$ cat src/rtl/twiddle_sequencer_if.sv
// Bundles the sample-in stream, the multiplier issue/result bus and the sample-out stream
// of the twiddle sequencer. The master modport is the sequencer; slave is its surroundings.
interface twiddle_sequencer_if;
    logic        [5:0]  cfg_step;
    logic               in_valid;
    logic               in_ready;
    logic signed [15:0] in_re;
    logic signed [15:0] in_im;

    logic               cm_isValid;
    logic        [5:0]  cm_start;
    logic        [5:0]  cm_step;
    logic signed [15:0] cm_x  [0:7];
    logic signed [15:0] cm_xi [0:7];
    logic               cm_resultValid;
    logic signed [15:0] cm_y  [0:7];
    logic signed [15:0] cm_yi [0:7];

    logic               out_valid;
    logic               out_ready;
    logic signed [15:0] out_re;
    logic signed [15:0] out_im;
    logic               frame_done;
    logic               err;

    modport master (
        input  cfg_step, in_valid, in_re, in_im,
        input  cm_resultValid, cm_y, cm_yi,
        input  out_ready,
        output in_ready,
        output cm_isValid, cm_start, cm_step, cm_x, cm_xi,
        output out_valid, out_re, out_im, frame_done, err
    );

    modport slave (
        output cfg_step, in_valid, in_re, in_im,
        output cm_resultValid, cm_y, cm_yi,
        output out_ready,
        input  in_ready,
        input  cm_isValid, cm_start, cm_step, cm_x, cm_xi,
        input  out_valid, out_re, out_im, frame_done, err
    );
endinterface

$ cat src/rtl/twiddle_sequencer.sv
// Packs serial complex samples into 8-lane blocks, issues them to the twiddle multiplier,
// and streams the products back out, with frame counting and a WAIT timeout.
//
//  state | meaning
//  FILL  | accepting input samples into lane buffer slots 0..7
//  ISSUE | one-cycle cm_isValid strobe with start index and step
//  WAIT  | lanes held for the multiplier; result strobe or timeout
//  DRAIN | serial output of the 8 captured products
module twiddle_sequencer #(
    parameter int NUM_BLOCKS = 8,
    parameter int TIMEOUT    = 15
) (
    input  logic                 clk,
    input  logic                 rst,
    twiddle_sequencer_if.master  bus
);
    localparam int         WCW        = (TIMEOUT > 1) ? $clog2(TIMEOUT + 1) : 1;
    localparam logic [5:0] LAST_BLOCK = 6'(NUM_BLOCKS - 1);
    localparam logic [WCW-1:0] WAIT_LAST = WCW'(TIMEOUT - 1);

    typedef enum logic [1:0] {FILL, ISSUE, WAIT, DRAIN} state_t;

    state_t             state;
    logic [2:0]         lane_idx;
    logic [2:0]         out_idx;
    logic [5:0]         block_idx;
    logic [WCW-1:0]     wait_cnt;
    logic [5:0]         step_reg;
    logic signed [15:0] obuf_re [0:7];
    logic signed [15:0] obuf_im [0:7];
    logic [2:0]         idx_prod;

    // Only the low 3 bits of block_idx*step survive the <<3 and mod-64 wrap.
    assign idx_prod = block_idx[2:0] * step_reg[2:0];

    always_ff @(posedge clk or posedge rst) begin
        if (rst) begin
            state          <= FILL;
            lane_idx       <= '0;
            out_idx        <= '0;
            block_idx      <= '0;
            wait_cnt       <= '0;
            step_reg       <= '0;
            bus.in_ready   <= 1'b0;
            bus.cm_isValid <= 1'b0;
            bus.cm_start   <= '0;
            bus.cm_step    <= '0;
            bus.out_valid  <= 1'b0;
            bus.out_re     <= '0;
            bus.out_im     <= '0;
            bus.frame_done <= 1'b0;
            bus.err        <= 1'b0;
            for (int i = 0; i < 8; i++) begin
                bus.cm_x[i]  <= '0;
                bus.cm_xi[i] <= '0;
                obuf_re[i]   <= '0;
                obuf_im[i]   <= '0;
            end
        end else begin
            bus.cm_isValid <= 1'b0;
            bus.frame_done <= 1'b0;
            case (state)
                FILL: begin
                    bus.in_ready <= 1'b1;
                    if (bus.in_valid && bus.in_ready) begin
                        // The lane buffer doubles as the multiplier operand register.
                        bus.cm_x[lane_idx]  <= bus.in_re;
                        bus.cm_xi[lane_idx] <= bus.in_im;
                        if (block_idx == 6'd0 && lane_idx == 3'd0)
                            step_reg <= bus.cfg_step;
                        if (lane_idx == 3'd7) begin
                            lane_idx       <= '0;
                            bus.in_ready   <= 1'b0;
                            bus.cm_isValid <= 1'b1;
                            bus.cm_step    <= step_reg;
                            bus.cm_start   <= {idx_prod, 3'b000};
                            state          <= ISSUE;
                        end else begin
                            lane_idx <= lane_idx + 3'd1;
                        end
                    end
                end
                ISSUE: begin
                    wait_cnt <= '0;
                    state    <= WAIT;
                end
                WAIT: begin
                    if (bus.cm_resultValid) begin
                        for (int i = 0; i < 8; i++) begin
                            obuf_re[i] <= bus.cm_y[i];
                            obuf_im[i] <= bus.cm_yi[i];
                        end
                        bus.out_re    <= bus.cm_y[0];
                        bus.out_im    <= bus.cm_yi[0];
                        bus.out_valid <= 1'b1;
                        out_idx       <= '0;
                        wait_cnt      <= '0;
                        state         <= DRAIN;
                    end else if (wait_cnt == WAIT_LAST) begin
                        // Abandon the block; block_idx stays so the retry reuses cm_start.
                        bus.err      <= 1'b1;
                        wait_cnt     <= '0;
                        lane_idx     <= '0;
                        bus.in_ready <= 1'b1;
                        state        <= FILL;
                    end else begin
                        wait_cnt <= wait_cnt + 1'b1;
                    end
                end
                DRAIN: begin
                    if (bus.out_valid && bus.out_ready) begin
                        if (out_idx == 3'd7) begin
                            out_idx       <= '0;
                            bus.out_valid <= 1'b0;
                            bus.in_ready  <= 1'b1;
                            state         <= FILL;
                            if (block_idx == LAST_BLOCK) begin
                                block_idx      <= '0;
                                bus.frame_done <= 1'b1;
                            end else begin
                                block_idx <= block_idx + 6'd1;
                            end
                        end else begin
                            out_idx    <= out_idx + 3'd1;
                            bus.out_re <= obuf_re[out_idx + 3'd1];
                            bus.out_im <= obuf_im[out_idx + 3'd1];
                        end
                    end
                end
                default: state <= FILL;
            endcase
        end
    end
endmodule

$ cat src/flat_wrapper.sv
// flat-port wrapper written by rule: the top's interface ports become plain ports
module twiddle_sequencer_flat 
#(
    parameter int NUM_BLOCKS = 8,
    parameter int TIMEOUT    = 15
)
  (clk, rst, bus_cfg_step, bus_in_valid, bus_in_re, bus_in_im, bus_cm_resultValid, bus_cm_y, bus_cm_yi, bus_out_ready, bus_in_ready, bus_cm_isValid, bus_cm_start, bus_cm_step, bus_cm_x, bus_cm_xi, bus_out_valid, bus_out_re, bus_out_im, bus_frame_done, bus_err);
  twiddle_sequencer_if bus_i ();
  input  logic clk;
  input  logic rst;
  input wire logic [$bits(bus_i.cfg_step)-1:0] bus_cfg_step;
  input wire logic [$bits(bus_i.in_valid)-1:0] bus_in_valid;
  input wire logic [$bits(bus_i.in_re)-1:0] bus_in_re;
  input wire logic [$bits(bus_i.in_im)-1:0] bus_in_im;
  input wire logic [$bits(bus_i.cm_resultValid)-1:0] bus_cm_resultValid;
  input wire logic [$bits(bus_i.cm_y)-1:0] bus_cm_y;
  input wire logic [$bits(bus_i.cm_yi)-1:0] bus_cm_yi;
  input wire logic [$bits(bus_i.out_ready)-1:0] bus_out_ready;
  output wire logic [$bits(bus_i.in_ready)-1:0] bus_in_ready;
  output wire logic [$bits(bus_i.cm_isValid)-1:0] bus_cm_isValid;
  output wire logic [$bits(bus_i.cm_start)-1:0] bus_cm_start;
  output wire logic [$bits(bus_i.cm_step)-1:0] bus_cm_step;
  output wire logic [$bits(bus_i.cm_x)-1:0] bus_cm_x;
  output wire logic [$bits(bus_i.cm_xi)-1:0] bus_cm_xi;
  output wire logic [$bits(bus_i.out_valid)-1:0] bus_out_valid;
  output wire logic [$bits(bus_i.out_re)-1:0] bus_out_re;
  output wire logic [$bits(bus_i.out_im)-1:0] bus_out_im;
  output wire logic [$bits(bus_i.frame_done)-1:0] bus_frame_done;
  output wire logic [$bits(bus_i.err)-1:0] bus_err;
  assign bus_i.cfg_step = bus_cfg_step;
  assign bus_i.in_valid = bus_in_valid;
  assign bus_i.in_re = bus_in_re;
  assign bus_i.in_im = bus_in_im;
  assign bus_i.cm_resultValid = bus_cm_resultValid;
  assign bus_i.cm_y = {>>{bus_cm_y}};
  assign bus_i.cm_yi = {>>{bus_cm_yi}};
  assign bus_i.out_ready = bus_out_ready;
  assign bus_in_ready = bus_i.in_ready;
  assign bus_cm_isValid = bus_i.cm_isValid;
  assign bus_cm_start = bus_i.cm_start;
  assign bus_cm_step = bus_i.cm_step;
  assign bus_cm_x = {>>{bus_i.cm_x}};
  assign bus_cm_xi = {>>{bus_i.cm_xi}};
  assign bus_out_valid = bus_i.out_valid;
  assign bus_out_re = bus_i.out_re;
  assign bus_out_im = bus_i.out_im;
  assign bus_frame_done = bus_i.frame_done;
  assign bus_err = bus_i.err;
  twiddle_sequencer #(.NUM_BLOCKS(NUM_BLOCKS), .TIMEOUT(TIMEOUT)) u_core (.clk(clk), .rst(rst), .bus(bus_i));
endmodule
$ cat config.mk
export PLATFORM = sky130hd
export DESIGN_NAME = twiddle_sequencer_flat
export DESIGN_NICKNAME = d
export VERILOG_FILES = /design/src/rtl/twiddle_sequencer_if.sv /design/src/rtl/twiddle_sequencer.sv /design/src/flat_wrapper.sv
export SDC_FILE = /design/constraint.sdc
export NUM_CORES = 1
export LEC_CHECK = 0
export ABC_CLOCK_PERIOD_IN_PS = 27800
export CORE_MARGIN = 10
export CORE_UTILIZATION = 50
export CTS_CLUSTER_DIAMETER = 80
export CTS_CLUSTER_SIZE = 40
export DETAILED_ROUTE_END_ITERATION = 10
export GPL_ROUTABILITY_DRIVEN = 0
export PLACE_DENSITY = 0.82
export SLEW_MARGIN = 10
export SYNTH_ARGS = -nofsm -noshare
export SYNTH_HDL_FRONTEND = slang
export SYNTH_SLANG_ARGS = --single-unit
$ cat constraint.sdc
create_clock -name clk -period 27.8 [get_ports clk]
set_clock_uncertainty 0.05 [all_clocks]
set_input_delay 4.17 -clock clk [delete_from_list [all_inputs] [get_ports clk]]
set_output_delay 4.17 -clock clk [all_outputs]
set_load 0.1 [all_outputs]
==> flow_summary.yaml, run 1 <==
timing:
  slew_headroom: 0.205
  drv_slew: 0
  tns_ps: 0
  fmax_ghz: 0.118
  finalSetupViolCount: 0
  period_needed_ps: 8500
  post-route-period-util: 0.306
  tightest_slew_ps: 1190
  rsz0062_at_grt: "no"
  hold_viol: 0
logic_synthesis:
  synth_top_area_frac: 0.593
  synth-edff-count: 0
  syn_area_sq_mm: 0.0246
  yosys_warnings: 0
  synth_area_leaders: "dfrtp_1, mux2_2, mux4_2"
  synth_top_area_cell: "dfrtp_1"
  synth-seq-cells: 582
  async_flop_share: 1.00
  synth_cell_types: 49
  yosys_most_used_dff: "dfrtp_1"
  synth.yosys.seq_area_share: 0.593
  syn_inst: 1533
  avgSynthCellArea_sq_um: 16.0
placed_design:
  io_buffer_count: 600
  dp_hpwl_mm: 51.1
  post_dp_cell_area_sq_mm: 0.0311
  dp_cells: 2726
worst_setup_path:
  crit_path_start_kind: "input pin"
  path_max_fanout: 113
  arrival_ps: 8990
  r2r_setup_slack_ps: 24260
  crit_end: "u_core.obuf_re[1]"
  r2r-start: "u_core.state[0]"
  criticalPathCategory: "input pin to asynchronous set/reset pin"
  end_kind: "asynchronous set/reset pin"
  r2r-end: "u_core.obuf_im[19]"
  critPathRequiredTime_ps: 28290
  r2r_cells: 6
  cp-startpoint: "rst"
layout:
  mostFrequentLayoutCells: "clkdlybuf4s50_1, dfrtp_1, mux2_2"
  final_area_sq_mm: 0.0321
  fin_cells: 2789
  final_nets: 2408
  drive_gt1_frac: 0.323
  area_growth_pct: 30.6
  layout_commonest_cell: "clkdlybuf4s50_1"
routing:
  vias_per_cell: 5.47
  drc_errors: 0
  wl_per_cell_microns: 24.8
  drt_iter0_drc: 849
  drt-pass1-iter-count: 5
  vias: 15300
  ant_nets: 0
  routed_wl_mm: 69.2
clocking:
  clkTransAtPathRegs_ps: 110
  cts_hold_buf: 0
  clk_latency_ps: 610
  ctsResizeCount: 0
  cts_tree: "built"
  clock_sinks: 582
  clock_path_buffers: 3
  post_cts.repair.setup_buffers: 0
  numCtsBuffers: 29
  clock-root-buffer: "clkbuf_16"
  htreeDepth: 1
hold_path:
  min-delay-path-class: "register to register"
grt:
  grt_pass1_vias: 16500
  grt_pass1_wl_mm: 104
  grt_antenna_before_repair: 28
  groute.usage.overall: 0.228
  grt_max_degree: 114
  overflow: 0
floorplanning:
  die-area_sq_mm: 0.0584
  die_h_microns: 242
  io_pins: 604
  fp.dieW_microns: 242
  placementRows: 81
  design.core.area_sq_mm: 0.0487
  initial_core_util: 0.504
status:
  status: "completed"
flow_run:
  drv_cap: 0
kinds of logic after synthesis:
logic type,after synthesis,synth area share
fa+ha+maj,16,0.00815
buf+inv,105,0.0261
flops,582,0.593
simple gates,102,0.0193
compound gates,92,0.0266
xor+xnor,10,0.00357
other cells,1,0.000153
mux,625,0.323
Yosys cell counts, types with 14 or more instances:
| master | count |
|---|---|
| a211oi_1 | 32 |
| a21o_1 | 32 |
| buf_2 | 52 |
| clkbuf_1 | 14 |
| dfrtp_1 | 582 |
| ha_1 | 16 |
| mux2_2 | 467 |
| mux2_4 | 60 |
| mux2i_1 | 34 |
| mux4_2 | 64 |
| nand2_1 | 21 |
| nor2_1 | 47 |
critical path, cell delays in order:
cell,delay (ps)
clkdlybuf4s50_1,490
inv_8,550
buf_4,910
buf_4,790
buf_4,930
buf_4,970
how the worst min path moves through the flow:
stage                                start                      to  slack [ps]  cells after the start
floorplan              u_core.block_idx[5]     u_core.block_idx[5]         400                      1
global placement     u_core.bus.out_re[11]   u_core.bus.out_re[11]         410                      1
detailed placement          u_core.bus.err          u_core.bus.err         420                      1
CTS                   u_core.bus.out_im[7]    u_core.bus.out_im[7]         440                      1
global route          u_core.bus.out_im[7]    u_core.bus.out_im[7]         460                      1
finish              u_core.bus.cm_start[5]  u_core.bus.cm_start[5]         440                      2
stage by stage:
stage	util	hold WS, ps	setup WS [ps]
finish	0.658	438	19300
CTS	0.658	439	19060
floorplan	-	397	7300
global route	0.658	459	18590
global placement	0.637	411	18550
detailed placement	0.637	416	18430
per-layer routing:
layer	global-route usage	vias up	wire length [microns]
li1	-	6661	-
met1	0.278	7925	27500
met2	0.384	516	34400
met3	0.0679	119	5040
met4	0.0732	32	2070
met5	0	-	218
cell type report:
class	instances	area, sq um
Fill cell	3383	16700
Clock inverter	20	258
Antenna cell	11	27.5
Tap cell	664	831
Sequential cell	582	14600
Multi-Input combinational cell	848	9440
Inverter	11	48.8
Timing Repair Buffer	621	6160
Clock buffer	32	747
Power of run 1 is not shown: default switching activity piles up to over one toggle a cycle in this logic, so the estimate is an artifact.
==> run 2, diff against run 1 <==
- ABC_CLOCK_PERIOD_IN_PS: 27800 -> 8100
- clock period: 27.8 -> 8.1 ns (I/O delays scaled with it)
==> run 2 against run 1 <==
Net effect: via count decreased by 0.28%; die area unchanged; clock-buffer cell count increased by 2; critical path depth decreased by 5; sequential share of layout area decreased by 0.32 points; global-route usage about the same; worst setup slack got worse by 15000 ps; hold slack got worse by 4.6 ps; non-clock buffer count decreased by 3; final cell count increased by 0.22%; routed wire length decreased by 0.91%.
==> flow_summary.yaml, run 2 (synthesis results as in run 1) <==
status:
  status: "completed"
timing:
  slew_headroom: 0.190
  hold_viol: 0
  tightest_slew_ps: 1210
  post-route-period-util: 0.447
  fmax_ghz: 0.276
  finalSetupViolCount: 0
  period_needed_ps: 3620
  drv_slew: 0
  rsz0062_at_grt: "no"
grt:
  grt_antenna_before_repair: 34
  grt_max_degree: 188
  grt_pass1_vias: 16700
  grt_pass1_wl_mm: 105
  overflow: 0
  groute.usage.overall: 0.229
clocking:
  ctsResizeCount: 0
  clock-root-buffer: "clkbuf_16"
  clkTransAtPathRegs_ps: 110
  clock_sinks: 582
  clk_latency_ps: 630
  numCtsBuffers: 30
  cts_hold_buf: 0
  clock_path_buffers: 3
  htreeDepth: 1
  post_cts.repair.setup_buffers: 0
  cts_tree: "built"
floorplanning:
  initial_core_util: 0.504
  fp.dieW_microns: 242
  die_h_microns: 242
  design.core.area_sq_mm: 0.0487
  placementRows: 81
  io_pins: 604
  die-area_sq_mm: 0.0584
layout:
  fin_cells: 2795
  fillCellCount: 3378
  final_core_util: 0.663
  drive_gt1_frac: 0.322
  seq_area_sq_mm: 0.0146
  area_growth_pct: 31.5
  mostFrequentLayoutCells: "clkdlybuf4s50_1, dfrtp_1, mux2_2"
  final_nets: 2406
  layout_commonest_cell: "clkdlybuf4s50_1"
  multi_input_area_sq_mm: 0.00944
worst_setup_path:
  cp_top_family: "buffers and inverters"
  critPathBufInv: 1
  arrival_ps: 2350
  criticalPathCategory: "register to output port"
  critPathMaxStageDelay_ps: 1230
  path_max_fanout: 9
  crit_slowest_cell: "clkdlybuf4s50_1"
  path_cells: "clkdlybuf4s50_1"
  critPathRequiredTime_ps: 6840
  end_kind: "output port"
  crit_path_start_kind: "register"
  r2r_setup_slack_ps: 4660
routing:
  routed_wl_mm: 68.5
  drt_iter0_drc: 781
  wl_per_cell_microns: 24.5
  drt-pass1-iter-count: 5
  top_layer: "met5"
  wl_met3_mm: 6.00
  ant_nets: 0
  vias: 15200
  met1Wirelength_mm: 26.2
  vias_per_cell: 5.44
  drc_errors: 0
  routed-wl-met2_mm: 34.2
placed_design:
  dp_cells: 2723
  dp_hpwl_mm: 50.4
  io_buffer_count: 600
flow_run:
  drv_cap: 0
hold_path:
  min-delay-path-class: "register to register"
==> run 2: final timing paths <==
path | startpoint | end | cells past startpoint
max | u_core.bus.out_valid | bus_out_valid | 1
min | u_core.block_idx[5] | u_core.block_idx[5] | 1
max reg2reg | u_core.out_idx[0] | u_core.bus.out_im[1] | 6
min reg2reg | u_core.block_idx[5] | u_core.block_idx[5] | 1
max in group asynchronous | rst | u_core.obuf_im[12] | 4
min in group asynchronous | rst | u_core.bus.cm_xi[58] | 2
==> run 2: final cells by class <==
cell class,count,share of cell area
Sequential cell,582,0.451
Clock buffer,34,0.0244
Antenna cell,16,0.00124
Timing Repair Buffer,618,0.192
Multi-Input combinational cell,848,0.292
Clock inverter,22,0.0126
Tap cell,664,0.0257
Inverter,11,0.00139
==> run 2: through the flow <==
step,cell area [sq um],hold WS [ps],setup slack (ps),TNS (ps)
6_report,32300,433,4480,0
3_3_place_gp,31100,410,4140,0
3_5_place_dp,31100,416,4090,0
4_1_cts,32300,438,4450,0
2_1_floorplan,24600,397,-1100,-638140
5_1_grt,32300,457,4410,0
==> run 2: per-layer routing <==
layer	up-vias	global-route usage
li1	6676	-
met1	7831	0.265
met2	525	0.388
met3	136	0.0805
met4	42	0.0775
met5	-	0
Power of run 2 is left out for the same reason.
==> run 3, diff against run 2 <==
- ABC_CLOCK_PERIOD_IN_PS: 8100 -> 3450
- clock period: 8.1 -> 3.45 ns (I/O delays scaled with it)
==> run 3 against run 2 <==
Net effect: sequential cell count unchanged; design area increased by 0.86%; worst setup slack got worse by 3800 ps; largest cell class unchanged; highest routed layer unchanged.
==> flow_summary.yaml, run 3 (synthesis results as in run 1) <==
status:
  status: "completed"
timing:
  post-route-period-util: 0.810
  finalSetupViolCount: 0
  fmax_ghz: 0.358
  hold_viol: 0
  tightest_slew_ps: 1050
  period_needed_ps: 2800
  drv_slew: 0
  hold_slack_ps: 226
  slew_headroom: 0.295
  rsz0062_at_grt: "no"
  worst_slack_ps: 654
worst_setup_path:
  crit_path_start_kind: "register"
  crit_slowest_cell: "clkdlybuf4s50_1"
  path_max_fanout: 2
  arrival_ps: 2230
  path_cells: "clkdlybuf4s50_1"
  critPathBufInv: 1
  critPathRequiredTime_ps: 2880
  cp_top_family: "buffers and inverters"
  criticalPathCategory: "register to output port"
  critPathMaxStageDelay_ps: 1190
  end_kind: "output port"
grt:
  grt_pass1_vias: 16900
  grt_max_degree: 108
  grt_antenna_before_repair: 22
  overflow: 0
  groute.usage.overall: 0.234
  grt_pass1_wl_mm: 107
placed_design:
  place_ws_ps: 699
  dp_hpwl_mm: 52.9
  dp_cells: 2747
  io_buffer_count: 600
layout:
  layout_commonest_cell: "dfrtp_1"
  final_nets: 2430
  fillCellCount: 3387
  mostFrequentLayoutCells: "dfrtp_1, clkdlybuf4s50_1, mux2_2"
  drive_gt1_frac: 0.354
  fin_cells: 2814
  area_growth_pct: 32.7
routing:
  drt-pass1-iter-count: 4
  drc_errors: 0
  vias: 15400
  routed_wl_mm: 69.9
  wl_per_cell_microns: 24.8
  drt_iter0_drc: 977
  vias_per_cell: 5.48
  ant_nets: 0
clocking:
  cts_tree: "built"
  post_cts.repair.setup_buffers: 0
  ctsResizeCount: 0
  clock_path_buffers: 3
  clkTransAtPathRegs_ps: 130
  clock_sinks: 582
  cts_hold_buf: 0
  htreeDepth: 1
  numCtsBuffers: 30
  clk_latency_ps: 610
  clock-root-buffer: "clkbuf_16"
floorplanning:
  initial_core_util: 0.504
  die_h_microns: 242
  placementRows: 81
  fp.dieW_microns: 242
  design.core.area_sq_mm: 0.0487
  die-area_sq_mm: 0.0584
  io_pins: 604
hold_path:
  min-delay-path-class: "input pin to asynchronous set/reset pin"
flow_run:
  drv_cap: 0
==> run 3: stage by stage <==
stage / setup TNS [ps] / utilization / instance area [sq um]
finish: 0 / 0.669 / 32600
global route: 0 / 0.668 / 32600
CTS: 0 / 0.668 / 32600
floorplan: -2938490 / - / 24600
global placement: 0 / 0.641 / 31300
detailed placement: 0 / 0.641 / 31300
==> run 3: final cells by class <==
type	count	area [sq um]	share of cell area
Antenna cell	11	27.5	0.000845
Clock buffer	31	776	0.0238
Clock inverter	25	536	0.0164
Inverter	11	45.0	0.00138
Multi-Input combinational cell	848	9440	0.290
Sequential cell	582	14600	0.447
Tap cell	664	831	0.0255
Timing Repair Buffer	642	6360	0.195
==> run 3: worst paths after layout <==
path,endpoint,start,cells after the start,slack (ps)
max in group asynchronous,u_core.obuf_im[121],rst,3,2170
worst max register to register,u_core.bus.cm_x[117],u_core.state[0],7,950
worst max-delay path,bus_cm_xi[98],u_core.bus.cm_xi[98],1,650
min in group clk,u_core.obuf_re[106],bus_cm_y[106],2,430
worst min-delay path,u_core.obuf_re[86],rst,2,230
worst min register to register,u_core.bus.out_re[9],u_core.bus.out_re[9],1,440
==> run 3: routing by layer <==
layer | part of all wire | global-route usage | vias up
met5 | 0.0017 | 0 | -
met4 | 0.035 | 0.0843 | 20
met3 | 0.077 | 0.0700 | 118
met2 | 0.49 | 0.390 | 518
met1 | 0.39 | 0.283 | 8056
li1 | - | - | 6700
Power of run 3 is left out for the same reason.
